<file path="config.mk">
export PLATFORM = sky130hd
export DESIGN_NAME = neureka_streamer_sequencer
export DESIGN_NICKNAME = d
export VERILOG_FILES = /design/src/rtl/neureka_streamer_sequencer.sv
export SDC_FILE = /design/constraint.sdc
export NUM_CORES = 1
export LEC_CHECK = 0
export BUFFER_PORTS_ARGS = -buffer_cell sky130_fd_sc_hd__buf_2
export CAP_MARGIN = 20
export CORE_AREA = 2 2 59 61
export CTS_CLUSTER_SIZE = 8
export DETAILED_ROUTE_END_ITERATION = 16
export DIE_AREA = 0 0 61 63
export GPL_TIMING_DRIVEN = 0
export PLACE_DENSITY = 0.75
export RECOVER_POWER = 50
export REMOVE_ABC_BUFFERS = 1
export SYNTH_ARGS = -nofsm -noshare
export SYNTH_HDL_FRONTEND = slang
export SYNTH_SLANG_ARGS = --single-unit
</file>
<file path="constraint.sdc">
create_clock -name clk_i -period 2.2 [get_ports clk_i]
set_input_delay 0.22 -clock clk_i [delete_from_list [all_inputs] [get_ports clk_i]]
set_output_delay 0.22 -clock clk_i [all_outputs]
set_load 0.01 [all_outputs]
</file>
<file path="src/rtl/neureka_streamer_sequencer.sv">
// -----------------------------------------------------------------------------
// neureka_streamer_sequencer
//
// Steps the shared TCDM load/store streamer through up to five phases per job,
// always in the order FEAT, WEIGHT, NORM, STREAMIN, STORE. Only the phases
// enabled in the mask latched at job start are run. For each phase it:
//   - selects the phase on the load mux / load-store select,
//   - pulses the matching source or sink clear,
//   - pulses a start request,
//   - waits for the matching done flag,
//   - waits for the TCDM FIFO to drain.
//
// Optional feature macro: NEUREKA_SEQ_TIMEOUT_EN
//   When defined, a watchdog bounds each WAIT phase to TIMEOUT_CYCLES cycles.
//   On expiry it raises a sticky error_o and forces the phase into DRAIN.
//   When undefined, WAIT has no bound and error_o is tied low.
//
// Ports
//   clk_i           clock
//   rst_ni          synchronous active-low reset
//   clear_i         synchronous soft clear, same effect as reset
//   start_i         job start pulse, only honoured in IDLE
//   phase_mask_i    {STORE,STREAMIN,NORM,WEIGHT,FEAT} enables, latched at start
//   src_done_i      source done pulse (load phases)
//   sink_done_i     sink done pulse (STORE phase)
//   fifo_empty_i    TCDM FIFO empty flag
//   ld_which_o      load mux select 0=FEAT 1=WEIGHT 2=NORM 3=STREAMIN
//   ld_st_sel_o     1 during the STORE phase
//   clear_source_o  1-cycle pulse on entry to SETUP of a load phase
//   clear_sink_o    1-cycle pulse on entry to SETUP of the STORE phase
//   req_start_o     1-cycle source/sink start request
//   phase_o         current phase index 0..4, 7 when idle
//   busy_o          high from start acceptance until done_o
//   done_o          1-cycle job completion pulse
//   error_o         sticky watchdog error
// -----------------------------------------------------------------------------
module neureka_streamer_sequencer #(
    parameter int unsigned SETUP_CYCLES   = 1,
    parameter int unsigned TIMEOUT_CYCLES = 4096
) (
    input  logic       clk_i,
    input  logic       rst_ni,
    input  logic       clear_i,
    input  logic       start_i,
    input  logic [4:0] phase_mask_i,
    input  logic       src_done_i,
    input  logic       sink_done_i,
    input  logic       fifo_empty_i,
    output logic [1:0] ld_which_o,
    output logic       ld_st_sel_o,
    output logic       clear_source_o,
    output logic       clear_sink_o,
    output logic       req_start_o,
    output logic [2:0] phase_o,
    output logic       busy_o,
    output logic       done_o,
    output logic       error_o
);

    typedef enum logic [2:0] {
        ST_IDLE   = 3'd0,
        ST_NEXT   = 3'd1,
        ST_SETUP  = 3'd2,
        ST_START  = 3'd3,
        ST_WAIT   = 3'd4,
        ST_DRAIN  = 3'd5,
        ST_FINISH = 3'd6
    } state_e;

    localparam logic [2:0]  PHASE_STORE = 3'd4;
    localparam logic [2:0]  PHASE_IDLE  = 3'd7;
    localparam logic [15:0] SETUP_LAST  = 16'(SETUP_CYCLES - 1);

    // Index of the lowest set bit; the caller guarantees a non-zero mask.
    function automatic logic [2:0] lowest_phase(input logic [4:0] mask);
        logic [2:0] idx;
        idx = 3'd0;
        for (int i = 4; i >= 0; i--) begin
            if (mask[i]) begin
                idx = 3'(i);
            end
        end
        return idx;
    endfunction

    state_e      state_r;
    logic [4:0]  mask_r;
    logic [15:0] setup_cnt_r;
    logic [1:0]  ld_which_r;
    logic        ld_st_sel_r;
    logic        clear_source_r;
    logic        clear_sink_r;
    logic        req_start_r;
    logic [2:0]  phase_r;
    logic        busy_r;
    logic        done_r;

    logic [2:0]  next_idx_s;
    logic        done_hit_s;

`ifdef NEUREKA_SEQ_TIMEOUT_EN
    localparam logic [15:0] TIMEOUT_LAST = 16'(TIMEOUT_CYCLES - 1);
    logic [15:0] wait_cnt_r;
    logic        error_r;
`endif

    assign next_idx_s = lowest_phase(mask_r);
    // ld_st_sel_r is stable for the whole phase, so it tells which done flag counts.
    assign done_hit_s = ld_st_sel_r ? sink_done_i : src_done_i;

    // Phase sequencer: state, latched mask, counters and all registered outputs.
    always_ff @(posedge clk_i) begin
        if (!rst_ni || clear_i) begin
            state_r        <= ST_IDLE;
            mask_r         <= 5'd0;
            setup_cnt_r    <= 16'd0;
            ld_which_r     <= 2'd0;
            ld_st_sel_r    <= 1'b0;
            clear_source_r <= 1'b0;
            clear_sink_r   <= 1'b0;
            req_start_r    <= 1'b0;
            phase_r        <= PHASE_IDLE;
            busy_r         <= 1'b0;
            done_r         <= 1'b0;
`ifdef NEUREKA_SEQ_TIMEOUT_EN
            wait_cnt_r     <= 16'd0;
            error_r        <= 1'b0;
`endif
        end else begin
            // Pulse outputs default low; the state that needs them raises them.
            clear_source_r <= 1'b0;
            clear_sink_r   <= 1'b0;
            req_start_r    <= 1'b0;
            done_r         <= 1'b0;
            case (state_r)
                ST_IDLE: begin
                    if (start_i) begin
                        mask_r  <= phase_mask_i;
                        busy_r  <= 1'b1;
                        state_r <= ST_NEXT;
                    end else begin
                        state_r <= ST_IDLE;
                    end
                end
                ST_NEXT: begin
                    if (mask_r == 5'd0) begin
                        // Job complete: busy drops together with the done pulse.
                        done_r      <= 1'b1;
                        busy_r      <= 1'b0;
                        phase_r     <= PHASE_IDLE;
                        ld_which_r  <= 2'd0;
                        ld_st_sel_r <= 1'b0;
                        state_r     <= ST_FINISH;
                    end else begin
                        mask_r      <= mask_r & ~(5'b00001 << next_idx_s);
                        phase_r     <= next_idx_s;
                        setup_cnt_r <= SETUP_LAST;
                        if (next_idx_s == PHASE_STORE) begin
                            ld_which_r   <= 2'd0;
                            ld_st_sel_r  <= 1'b1;
                            clear_sink_r <= 1'b1;
                        end else begin
                            ld_which_r     <= next_idx_s[1:0];
                            ld_st_sel_r    <= 1'b0;
                            clear_source_r <= 1'b1;
                        end
                        state_r <= ST_SETUP;
                    end
                end
                ST_SETUP: begin
                    if (setup_cnt_r == 16'd0) begin
                        req_start_r <= 1'b1;
                        state_r     <= ST_START;
                    end else begin
                        setup_cnt_r <= setup_cnt_r - 16'd1;
                    end
                end
                ST_START: begin
`ifdef NEUREKA_SEQ_TIMEOUT_EN
                    wait_cnt_r <= 16'd0;
`endif
                    state_r <= ST_WAIT;
                end
                ST_WAIT: begin
                    if (done_hit_s) begin
                        state_r <= ST_DRAIN;
`ifdef NEUREKA_SEQ_TIMEOUT_EN
                    end else if (wait_cnt_r == TIMEOUT_LAST) begin
                        // Watchdog expiry: flag it and carry on with the job.
                        error_r <= 1'b1;
                        state_r <= ST_DRAIN;
                    end else begin
                        wait_cnt_r <= wait_cnt_r + 16'd1;
`else
                    end else begin
                        state_r <= ST_WAIT;
`endif
                    end
                end
                ST_DRAIN: begin
                    if (fifo_empty_i) begin
                        state_r <= ST_NEXT;
                    end else begin
                        state_r <= ST_DRAIN;
                    end
                end
                ST_FINISH: begin
                    state_r <= ST_IDLE;
                end
                default: begin
                    state_r <= ST_IDLE;
                end
            endcase
        end
    end

    assign ld_which_o     = ld_which_r;
    assign ld_st_sel_o    = ld_st_sel_r;
    assign clear_source_o = clear_source_r;
    assign clear_sink_o   = clear_sink_r;
    assign req_start_o    = req_start_r;
    assign phase_o        = phase_r;
    assign busy_o         = busy_r;
    assign done_o         = done_r;
`ifdef NEUREKA_SEQ_TIMEOUT_EN
    assign error_o        = error_r;
`else
    assign error_o        = 1'b0;
`endif

endmodule

</file>
### Yosys cells after proc, flatten, opt, wreduce, memory -nomap -nowiden

Cells that the tools add are included.
Widths: inputs -> output; s select.

* mux-type cells: 29
* add/sub/neg operators: 1
* eq/ne operators: 11
* bitwise operators: 4
* shift-type cells: 1
* reduce and logical (&&, ||, !) cells: 13

Operators by type and width (count)
* $mux 16: 2
* $pmux 16 s2: 1
* $mux 3: 9
* $pmux 3 s6: 1
* $logic_not 16->1: 1
* $sub 16x1->16 const B: 1
* $mux 1: 10
* $mux 5: 2
* $ne 2x2->1 const B: 5
* $pmux 5 s2: 1
* $eq 3x3->1 const B: 3
* $reduce_and 3->1: 3
* $eq 3x2->1 const B: 2
* $and 5x5->5: 1
* $logic_not 5->1: 1
* $not 5->5: 1
* $shl 1x3->5 const A: 1
* $mux 2: 2
* $reduce_bool 2->1: 2
* $reduce_or 2->1: 2
* $eq 3x1->1 const B: 1
* $logic_not 3->1: 1
* $reduce_or 3->1: 1
* $not 1->1: 2
* other kinds (3): 3

* input port bits: 12
* output and inout port bits: 12
* register bits: 35

### Depth between registers and ports, before layout

Gate-level depths: netlist of the first run.

* word-level depth: 10
* gate-level depth with buffers: 8

### Worst setup path after synthesis of the first run

No wires, ideal clock.

* kind: register to register
* start point: reg setup_cnt_r[0]
* end point: reg setup_cnt_r[1]
* buffers on the path: 2
* period minus slack after synthesis: 1.996 ns
* data arrival time: 1.926 ns
* stages on the path, launching flop included: 9
* library setup time: 0.070 ns
* setup slack: 0.204 ns
* cell sequence: dfxtp_1 > inv_1 > ha_1 > or4b_2 > nor4_1 > buf_2 > buf_2 > o211ai_1 > a21oi_1

* longest elaborated chain between the ends: 3
* elaborated cells on any way between the ends: 6
* classes of those cells: add/sub: 1; eq/ne: 1; mux: 2; reduce/logical: 2

RTL lines
* start, declared: RTL line 88 `logic [15:0] setup_cnt_r;`
* start signal, assigned: RTL line 175 `setup_cnt_r <= setup_cnt_r - 16'd1;`
* $sub 16x1->16 / $logic_not 16->1 (equally long branches): RTL line 175, 171
* $mux 16 / $ne 2x2->1 (equally long branches)
* $pmux 16 s2 / $reduce_and 3->1 (equally long branches)

Parallel ways exist; a longest one is shown, timed or not. The select of a mux whose other input is x is not followed.
A chain may end at the register's enable or synchronous reset.

### Worst setup path in the final report of the first run

* start point: reg setup_cnt_r[4]
* end point: reg setup_cnt_r[10]

Same word-level chain as after synthesis.

==> results of run 1 <==
==> area by class of cell <==
| class | instances | area, um2 | share of cell area [%] |
|---|---|---|---|
| inverter | 6 | 22.5 | 1.17 |
| sequential | 35 | 702 | 36.3 |
| clock inverter | 1 | 5.00 | 0.259 |
| tap | 46 | 57.6 | 2.98 |
| timing repair buffer | 29 | 153 | 7.90 |
| multi-input combinational | 153 | 948 | 49.1 |
| clock buffer | 7 | 45.0 | 2.33 |
==> state kept, by name, summed over array words and instances, names as in the netlist <==
| register | flops |
|---|---|
| ld_which_o | 2 |
| busy_o | 1 |
| ld_st_sel_o | 1 |
| clear_source_o | 1 |
| done_o | 1 |
| phase_o | 3 |
| mask_r | 5 |
| clear_sink_o | 1 |
| state_r | 3 |
| setup_cnt_r | 16 |
| req_start_o | 1 |
==> placed cells by master, fill, tap and decap left out, types with 6 or more instances in the layout <==
cell type,count
dfxtp_1,34
a21oi_1,30
nand2_1,19
nor2_1,13
clkbuf_1,13
nand3_1,11
buf_2,11
or3_1,8
or4_1,8
o31ai_1,7
inv_1,6
nor3_1,6
buf_4,6
==> logic make-up (layout without fill, tap and decap cells) <==
kind of cell / Yosys count / in the layout / share of synthesized area [%]
simple gates: 96 / 96 / 32.8
mux: 4 / 4 / 2.35
compound gates: 50 / 50 / 16.9
xor+xnor: 1 / 1 / 0.513
flops: 35 / 35 / 41.1
buf+inv: 21 / 43 / 5.43
fa+ha+maj: 1 / 1 / 0.733
other cells: 1 / 1 / 0.220
==> power breakdown <==
part           switching [uW]  internal [uW]
clock network             203            124
registers                9.91            641
logic                    52.4           30.8
==> stage by stage <==
step	TNS, ns	power (uW)
after floorplan	-7.57	718
after global placement	-19.43	746
after detailed placement	-4.61	746
after CTS	0	1080
after global routing	0	1120
final	0	1060
==> worst max path at each step <==
| stage | end | slack (ns) | depth (start not counted) |
|---|---|---|---|
| floorplan | state_r[2] | -0.69 | 6 |
| global placement | state_r[2] | -1.58 | 6 |
| detailed placement | setup_cnt_r[2] | -0.36 | 4 |
| CTS | setup_cnt_r[0] | 0.01 | 7 |
| global route | setup_cnt_r[9] | 0.02 | 8 |
| finish | setup_cnt_r[10] | 0.14 | 4 |
==> layer usage <==
layer,part of all wire [%],wire [um]
met1,48,1600
met2,45,1520
met3,4.9,163
met4,1.7,56
met5,0,0
==> tightest hold or removal path: cells and delay by family <==
family	cells	cell delay, ns
simple gates	1	0.04
buf+inv	1	0.09
compound gates	1	0.05
==> repair_timing <==
action                     in CTS  in global routing
buffers inserted                3                  3
resized for setup               2                  5
hold buffers                    0                  0
hold endpoints to repair        0                  0
pin swaps                       1                  2
setup endpoints to repair      19                 16
==> key figures, run 1 <==
Outcome
  • Status: completed

Worst setup path
  • Worst path cell trace: or4_4 > or4b_1 > nand4b_1 > mux2i_1
  • Worst Path Buf+Inv: 0
  • R2R Setup Slk: 0.14 ns
  • Crit-path max FO: 11
  • Setup CP Type: reg -> reg
  • Reg2Reg Depth: 4
  • Startpoint types: register
  • Crit path max-delay family: simple AND/OR/NAND/NOR gates
  • Reg-to-reg endpoint: setup_cnt_r[10]
  • CP startpoint: setup_cnt_r[4]
  • CP peak stage delay: 0.64 ns
  • RR Startpoint: setup_cnt_r[4]
  • Critical path required time: 2.48 ns
  • Crit path DAT: 2.34 ns
  • CP Capture Type: register
  • Critical path's slowest cell: or4_4

Global routing
  • Largest net degree at the start of global routing: 15
  • Met3 Resource Use GR: 5.59%
  • Vias in the first global route: 1365
  • Tot GR Track Use: 20.3%
  • Total global routing overflow: 0
  • M1 GR Usage: 27.1%
  • M2 GR Usage: 30.9%
  • Busiest layer in global routing: met2
  • Initial antenna violation count: 0
  • First-pass GRT wire length: 5.97 mm

STA
  • Pins Over Slew Limit: 0
  • Final hold slack: 0.100 ns
  • Clock skew: 0.00589 ns
  • Final setup viols: 0
  • Slew HR: 36.6%
  • Setup WS post-layout: 0.140 ns
  • Final Hold Viols: 0
  • Tcrit/Tclk final: 93.6%
  • F_max: 485 MHz
  • Worst-margin pin slew: 0.938 ns
  • RSZ-0062 raised after global routing: false
  • Min Tclk post-route: 2.06 ns

Synth
  • Synth unique cells: 38
  • Ys flop type: dfxtp_1
  • Post-synth EDFFs: 0
  • Commonest cells in the netlist: dfxtp_1, a21oi_1, nand2_1, nor2_1
  • Largest cells by area after synthesis: dfxtp_1, a21oi_1, nand2_1
  • Top cell type's share of synthesized area: 41.1%
  • Post-synthesis sequential area ratio: 41.1%
  • Yosys reg bits: 35
  • Async S/R FF share, synth: 0%
  • Synth Warn #: 0
  • Synth Cell Area: 1710 um2
  • Mapped Cells: 209
  • Count leader, synth: dfxtp_1
  • Synth area leader: dfxtp_1
  • Mean post-synth cell area: 8.17 um2

Clock network
  • Clock buffer count from CTS: 5
  • Reg clk slew, reported paths: 0.10 ns
  • Root Buffer: clkbuf_4
  • H-Tree Depth: 2
  • Clock insertion delay at the later pin of the skew report: 0.34 ns
  • CTS Sinks: 35
  • Clock buffer depth: 2
  • TritonCTS clock tree: done

Placement
  • Routability-driven placement congestion ratio: 0.804
  • Placed cells: 263
  • DP HPWL: 2.32 mm
  • PortBufs: 22
  • Post-DP Area: 1820 um2
  • Pre-CTS WS: -0.361 ns

Cells and area
  • Syn-to-layout area delta: 13.3%
  • Fill cells: 304
  • Antenna cells: 0
  • Final Instance Count excl. Fillers: 277
  • Util after Layout: 59.8%
  • Final Net Count: 243
  • Fin area: 1930 um2
  • Share of cells above drive strength 1: 16.0%

Floorplan
  • Initial core utilization: 52.8%
  • FP Rows: 21
  • Die area: 3840 um2
  • Core area: 3230 um2
  • IO Count: 24
  • Die height: 63 um
  • Die width: 61 um

Detailed routing
  • Starting DRT DRC Count: 80
  • DR vias/cell: 5.61
  • Total wire length: 3.35 mm
  • Post-route ant nets: 0
  • Vias: 1555
  • Initial DRT Pass Iterations: 4
  • DRC: 0
  • WL per Instance: 12.1 um

Power and ir drop
  • Max IR drop VDD: 0.410 mV
  • Pwr Density: 549 nW/um2
  • Leakage Power: 0.000689 uW

Hold path
  • WHS Endpoint: mask_r[1]
  • Worst Min Path Start: phase_mask_i[1]
  • Hold path cells: 3
  • Hold WC Path Type: in -> reg

Run
  • Max_cap viols: 0
No activity file was read; power rests on OpenSTA's default activity.
==> run 2: changes to the inputs <==
--- a/config.mk
+++ b/config.mk
@@ -8,6 +8,8 @@
 export BUFFER_PORTS_ARGS = -buffer_cell sky130_fd_sc_hd__buf_2
 export CAP_MARGIN = 20
 export CORE_AREA = 2 2 59 61
+export CTS_BUF_LIST = sky130_fd_sc_hd__clkbuf_16
+export CTS_CLUSTER_DIAMETER = 30
 export CTS_CLUSTER_SIZE = 8
 export DETAILED_ROUTE_END_ITERATION = 16
 export DIE_AREA = 0 0 61 63
==> run 2 against run 1 <==
Combinational power up 0.7%. Design area up 4.3%. Sequential share of layout area down 1.4 points. Die area unchanged. Maximum frequency down 1.3%. Clock power up 97%.
==> key figures, run 2 (same netlist as run 1, synthesis figures left out) <==
STA
  • Clock skew: 0.00301 ns (-0.00288 ns)
  • Worst-margin pin slew: 0.982 ns (+0.0433 ns)
  • Min Tclk post-route: 2.09 ns (+0.0273 ns)
  • Final setup viols: 0 (unchanged)
  • Tcrit/Tclk final: 94.9% (+1.2 points)
  • Final Hold Viols: 0 (unchanged)
  • Final hold slack: 0.180 ns (+0.0802 ns)
  • Slew HR: 33.6% (-2.9 points)
  • F_max: 479 MHz (-1.3%)
  • Pins Over Slew Limit: 0 (unchanged)
  • Aggregate negative setup slack: 0 ns (unchanged)

Global routing
  • Initial antenna violation count: 0 (unchanged)
  • Met3 Resource Use GR: 5.59% (unchanged)
  • Total global routing overflow: 0 (unchanged)
  • First-pass GRT wire length: 6.07 mm (+1.7%)
  • Vias in the first global route: 1379 (+1.0%)
  • Tot GR Track Use: 20.4% (+0.13 points)
  • Largest net degree at the start of global routing: 15 (unchanged)
  • Busiest layer in global routing: met2
  • M2 GR Usage: 32.1% (+1.2 points)
  • M1 GR Usage: 27.5% (+0.42 points)

Placement
  • DP HPWL: 2.32 mm (unchanged)
  • PortBufs: 22 (unchanged)
  • Routability-driven placement congestion ratio: 0.804 (unchanged)

Worst setup path
  • CP endpoint: setup_cnt_r[0]
  • Setup CP Type: reg -> reg
  • R2R Setup Slk: 0.11 ns (-0.03 ns)
  • Critical path required time: 2.39 ns (-0.09 ns)
  • Crit-path max FO: 13 (+2)
  • Crit path DAT: 2.28 ns (-0.06 ns)
  • CP startpoint: setup_cnt_r[0]
  • Startpoint types: register
  • Critical path's slowest cell: or4b_2
  • RR Startpoint: setup_cnt_r[0]
  • Reg2Reg Depth: 8 (+4)
  • CP peak stage delay: 0.64 ns (about the same)
  • Worst path cell trace: inv_1 > ha_1 > or4b_2 > nor4_4 > buf_4 > buf_6 > o211ai_1 > a21oi_1
  • Reg-to-reg endpoint: setup_cnt_r[0]
  • CP Capture Type: register

Run
  • Max_cap viols: 0 (unchanged)

Detailed routing
  • DRC: 0 (unchanged)
  • Post-route ant nets: 0 (unchanged)
  • Starting DRT DRC Count: 117 (+46%)
  • Total wire length: 3.42 mm (+2.3%)
  • DR vias/cell: 5.63 (+0.32%)
  • Vias: 1560 (+0.32%)
  • Initial DRT Pass Iterations: 4 (unchanged)
  • WL per Instance: 12.4 um (+2.3%)

Cells and area
  • Syn-to-layout area delta: 18.1%
  • Commonest non-fill, non-tap cells in the layout: dfxtp_1, a21oi_1, nand2_1
  • Final Net Count: 243 (unchanged)
  • Max reg flops: 16 (unchanged)
  • Util after Layout: 62.4% (+2.6 points)
  • Biggest regs: setup_cnt_r x16, mask_r x5
  • Biggest register: setup_cnt_r
  • Share of cells above drive strength 1: 16.0% (unchanged)
  • Most common cell after layout, fill and taps aside: dfxtp_1
  • Antenna cells: 0 (unchanged)

Power and ir drop
  • Pwr Density: 685 nW/um2 (+25%)
  • Max IR drop VDD: 0.456 mV (+11%)
  • Total power: 1380 uW (+30%)
  • Leakage Power: 0.000735 uW (+6.7%)

Clock network
  • TritonCTS clock tree: done
  • Reg clk slew, reported paths: 0.05 ns (-0.05 ns)
  • CTS Sinks: 35 (unchanged)
  • Clock insertion delay at the later pin of the skew report: 0.27 ns (-0.07 ns)
  • Clock buffer depth: 2 (unchanged)
  • H-Tree Depth: 2 (unchanged)
  • Clock buffer count from CTS: 5 (unchanged)
  • Root Buffer: clkbuf_16
  • Cts-stage hold buffer count: 0 (unchanged)

Floorplan
  • FP Rows: 21 (unchanged)
  • Die width: 61 um (unchanged)
  • IO Count: 24 (unchanged)
  • Initial core utilization: 52.8% (unchanged)
  • Die height: 63 um (unchanged)
  • Core area: 3230 um2 (unchanged)
  • Die area: 3840 um2 (unchanged)

Outcome
  • Status: completed

Hold path
  • Hold WC Path Type: in -> reg
run 2: changes by cell type in the layout (fill, tap and decap cells not counted), moves of 2 or more:
cell,delta
clkbuf_1,-2
clkbuf_16,+5
clkbuf_4,-5
inv_1,+2
run 2: worst max-delay path: cells and delay by family, from the launching register on:
| family | cells | cell delay [ns] |
|---|---|---|
| buffers and inverters | 3 | 0.39 |
| AOI/OAI and AO/OA | 2 | 0.24 |
| adders and majority gates | 1 | 0.19 |
| and+or+nand+nor | 2 | 0.86 |
| DFF | 1 | 0.33 |
run 2: metal layers:
metal / vias to the layer above / share of wire, %
li1: 810 / -
met1: 718 / 49
met2: 29 / 47
met3: 3 / 3.7
met4: 0 / 0.73
met5: - / 0
run 2: power by group:
| part | switching (uW) | leakage (uW) | internal, uW |
|---|---|---|---|
| combinational | 52.9 | 0.000375 | 30.9 |
| sequential | 9.99 | 0.000284 | 643 |
| clock | 237 | 0.0000762 | 408 |
| total | 300 | 0.000735 | 1080 |
run 2: worst min path at each step:
stage,start,cells past startpoint,to
after floorplan,phase_mask_i[2],2,mask_r[2]
after global placement,ld_which_o[1],2,ld_which_o[1]
after detailed placement,phase_o[1],2,phase_o[1]
after CTS,phase_mask_i[1],3,mask_r[1]
after global routing,phase_mask_i[3],3,mask_r[3]
final,phase_mask_i[1],3,mask_r[1]
run 2: what timing repair did:
item / 4_1_cts / 5_1_grt
gates resized for setup: 2 / 5
pin swaps: 1 / 1
buffers inserted: 3 / 3
endpoints found under the setup margin: 19 / 15
run 2: cell type report:
cell class	count	area [um2]
sequential	35	703
tap	46	57.6
multi-input combinational	153	942
clock buffer	5	125
inverter	6	22.5
fill	293	1220
timing repair buffer	29	153
clock inverter	3	12.5
run 2: per-stage QoR:
step	instance area, um2	instances	setup slack, ns
floorplan	1640	194	-0.689
global placement	1800	262	-1.58
detailed placement	1820	263	-0.361
CTS	2000	274	0.0200
global route	2020	277	-0.0230
finish	2020	277	0.112
==> run 3: changes to the inputs <==
--- a/config.mk
+++ b/config.mk
@@ -7,14 +7,14 @@
 export LEC_CHECK = 0
 export BUFFER_PORTS_ARGS = -buffer_cell sky130_fd_sc_hd__buf_2
 export CAP_MARGIN = 20
-export CORE_AREA = 2 2 59 61
+export CORE_AREA = 2 2 62 64
 export CTS_BUF_LIST = sky130_fd_sc_hd__clkbuf_16
 export CTS_CLUSTER_DIAMETER = 30
 export CTS_CLUSTER_SIZE = 8
 export DETAILED_ROUTE_END_ITERATION = 16
-export DIE_AREA = 0 0 61 63
+export DIE_AREA = 0 0 64 66
 export GPL_TIMING_DRIVEN = 0
-export PLACE_DENSITY = 0.75
+export PLACE_DENSITY = 0.72
 export RECOVER_POWER = 50
 export REMOVE_ABC_BUFFERS = 1
 export SYNTH_ARGS = -nofsm -noshare
==> constraint.sdc (replaced) <==
create_clock -name clk_i -period 1.9 [get_ports clk_i]
set_input_delay 0.19 -clock clk_i [delete_from_list [all_inputs] [get_ports clk_i]]
set_output_delay 0.19 -clock clk_i [all_outputs]
set_load 0.01 [all_outputs]
==> run 3 against run 2 <==
Wire length rose by 17%. Via count rose by 6.7%. Sequential share of layout area fell by 2.6 points. Hold slack got worse by 0.031 ns. Flip-flop and latch count did not move. Setup slack got worse by 0.11 ns. Design area rose by 9.4%.
==> key figures, run 3 (same netlist as run 1, synthesis figures left out) <==
Clock network
  • Clock buffer depth: 2 (unchanged)
  • Cts-stage hold buffer count: 0 (unchanged)
  • Clock insertion delay at the later pin of the skew report: 0.27 ns (about the same)
  • H-Tree Depth: 2 (unchanged)
  • CTS Sinks: 35 (unchanged)
  • Root Buffer: clkbuf_16
  • Reg clk slew, reported paths: 0.05 ns (about the same)
  • Clock buffer count from CTS: 5 (unchanged)
  • TritonCTS clock tree: done

Floorplan
  • Die width: 64 um (+4.9%)
  • Die height: 66 um (+4.8%)
  • Die area: 4220 um2 (+9.9%)
  • Core area: 3550 um2 (+9.9%)
  • FP Rows: 22 (+4.8%)
  • Initial core utilization: 48.1% (-4.7 points)
  • IO Count: 24 (unchanged)

Detailed routing
  • Initial DRT Pass Iterations: 4 (unchanged)
  • Starting DRT DRC Count: 83 (-29%)
  • Total wire length: 3.99 mm (+17%)
  • WL per Instance: 14.0 um (+13%)
  • DRC: 0 (unchanged)
  • Vias: 1665 (+6.7%)
  • Post-route ant nets: 0 (unchanged)
  • DR vias/cell: 5.84 (+3.7%)

Worst setup path
  • Crit-path max FO: 8 (-5)
  • Crit path DAT: 2.04 ns (-0.24 ns)
  • Worst path cell trace: or4_4 > nor4_4 > buf_4 > or3_4 > a21oi_2
  • Startpoint types: register
  • CP Capture Type: register
  • Setup CP Type: reg -> reg
  • Critical path required time: 2.04 ns (-0.35 ns)
  • Critical path's slowest cell: or4_4
  • CP peak stage delay: 0.62 ns (-0.02 ns)

Cells and area
  • Biggest regs: setup_cnt_r x16, mask_r x5
  • Final Instance Count excl. Fillers: 285 (+2.9%)
  • Share of cells above drive strength 1: 25.3% (+9.3 points)
  • Util after Layout: 62.1% (-0.28 points)
  • Antenna cells: 0 (unchanged)
  • Sequential Area: 712 um2 (+1.2%)
  • Most common cell after layout, fill and taps aside: dfxtp_1
  • Biggest register: setup_cnt_r
  • Commonest non-fill, non-tap cells in the layout: dfxtp_1, a21oi_1, nand2_1
  • Multi-input logic area: 1040 um2 (+11%)
  • Fill cells: 300 (+2.4%)
  • Max reg flops: 16 (unchanged)
  • Syn-to-layout area delta: 29.2%
  • Final Net Count: 249 (+2.5%)

STA
  • Worst-margin pin slew: 0.783 ns (-0.198 ns)
  • RSZ-0062 raised after global routing: true
  • Setup WS post-layout: 0.000703 ns (-0.112 ns)
  • F_max: 527 MHz (+9.9%)
  • Pins Over Slew Limit: 0 (unchanged)
  • Tcrit/Tclk final: 100% (+5.1 points)
  • Aggregate negative setup slack: 0 ns (unchanged)
  • Slew HR: 47.3% (+14 points)
  • Final setup viols: 0 (unchanged)
  • Min Tclk post-route: 1.90 ns (-0.188 ns)
  • Clock skew: 0.00235 ns (-0.000661 ns)
  • Final Hold Viols: 0 (unchanged)

Power and ir drop
  • Internal cell power: 1390 uW (+29%)
  • Seq pwr share: 42.7% (-4.5 points)
  • Clock power frac: 51.4% (+4.7 points)
  • Max IR drop VDD: 0.417 mV (-8.6%)
  • Sw Pwr: 375 uW (+25%)
  • Total power: 1760 uW (+28%)
  • Switching Share: 21.2% (-0.50 points)
  • Logic pwr share: 5.8% (-0.3 points)
  • Pwr Density: 801 nW/um2 (+17%)
  • Leakage Power: 0.000787 uW (+7.0%)

Placement
  • PortBufs: 22 (unchanged)
  • Placed cells: 265 (+0.76%)
  • Pre-CTS WS: -0.650 ns (-0.289 ns)
  • DP HPWL: 2.45 mm (+5.8%)
  • Routability-driven placement congestion ratio: 0.772 (-3.9%)

Hold path
  • Hold WC Path Type: in -> reg

Global routing
  • M1 GR Usage: 26.1% (-1.3 points)
  • First-pass GRT wire length: 6.53 mm (+7.5%)
  • Largest net degree at the start of global routing: 15 (unchanged)
  • Busiest layer in global routing: met2
  • M2 GR Usage: 31.1% (-1.0 points)
  • Total global routing overflow: 0 (unchanged)
  • Met3 Resource Use GR: 3.92% (-1.7 points)
  • Vias in the first global route: 1450 (+5.1%)
  • Tot GR Track Use: 19.3% (-1.1 points)
  • Initial antenna violation count: 0 (unchanged)

Run
  • Max_cap viols: 0 (unchanged)

Outcome
  • Status: completed
## run 3: cell count changes in the layout (fill, tap and decap cells not counted), sizes merged
| cell | delta |
|---|---|
| buf | +5 |
| inv | -2 |
| bufinv | +1 |
| clkbuf | +1 |
| clkinv | +1 |
## run 3: path summary, 6_finish.rpt
kind / startpoint / endpoint / slack (ns) / cells after the start
setup / recovery: setup_cnt_r[7] / setup_cnt_r[1] / 0.0007 / 5
hold / removal: phase_mask_i[1] / mask_r[1] / 0.15 / 3
setup reg to reg: setup_cnt_r[7] / setup_cnt_r[1] / 0.0007 / 5
hold reg to reg: ld_which_o[1] / ld_which_o[1] / 0.46 / 2
## run 3: layout make-up
cell class / count / area share [%]
multi-input cells: 153 / 47.3
repair buffers: 35 / 9.19
clock buffers: 5 / 5.68
flip-flops and latches: 35 / 32.3
well taps: 48 / 2.72
inverters: 6 / 1.02
clock inverters: 3 / 1.76
## run 3: routing by layer
metal	routed length, um	vias up
li1	-	823
met1	1870	778
met2	1860	53
met3	185	11
met4	78	0
met5	0	-
## run 3: through the flow
stage	area [um2]	hold slack, ns
5_1_grt	2200	0.167
4_1_cts	2130	0.150
2_1_floorplan	1640	0.326
3_5_place_dp	1820	0.437
6_report	2200	0.150
3_3_place_gp	1810	0.432
## run 3: critical path, delay by kind of cell, from the launching register on
| kind | cells | cell delay, ns |
|---|---|---|
| buffers and inverters | 1 | 0.23 |
| and+or+nand+nor | 3 | 1.17 |
| DFF | 1 | 0.32 |
| AOI/OAI and AO/OA | 1 | 0.04 |
## run 3: what timing repair did
action | CTS | global route
setup buffers | 11 | 0
endpoints found under the setup margin | 20 | 18
pin swaps | 9 | 8
gates resized for setup | 16 | 19
gates cloned | 1 | 0
## run 3: power by group through the flow
| stage | logic, uW | registers, uW | clock network [uW] |
|---|---|---|---|
| CTS | 99.3 | 754 | 917 |
| floorplan | 61.5 | 770 | 0 |
| finish | 103 | 754 | 908 |
| global placement | 93.7 | 770 | 0 |
| detailed placement | 94.9 | 770 | 0 |
| global route | 117 | 756 | 934 |
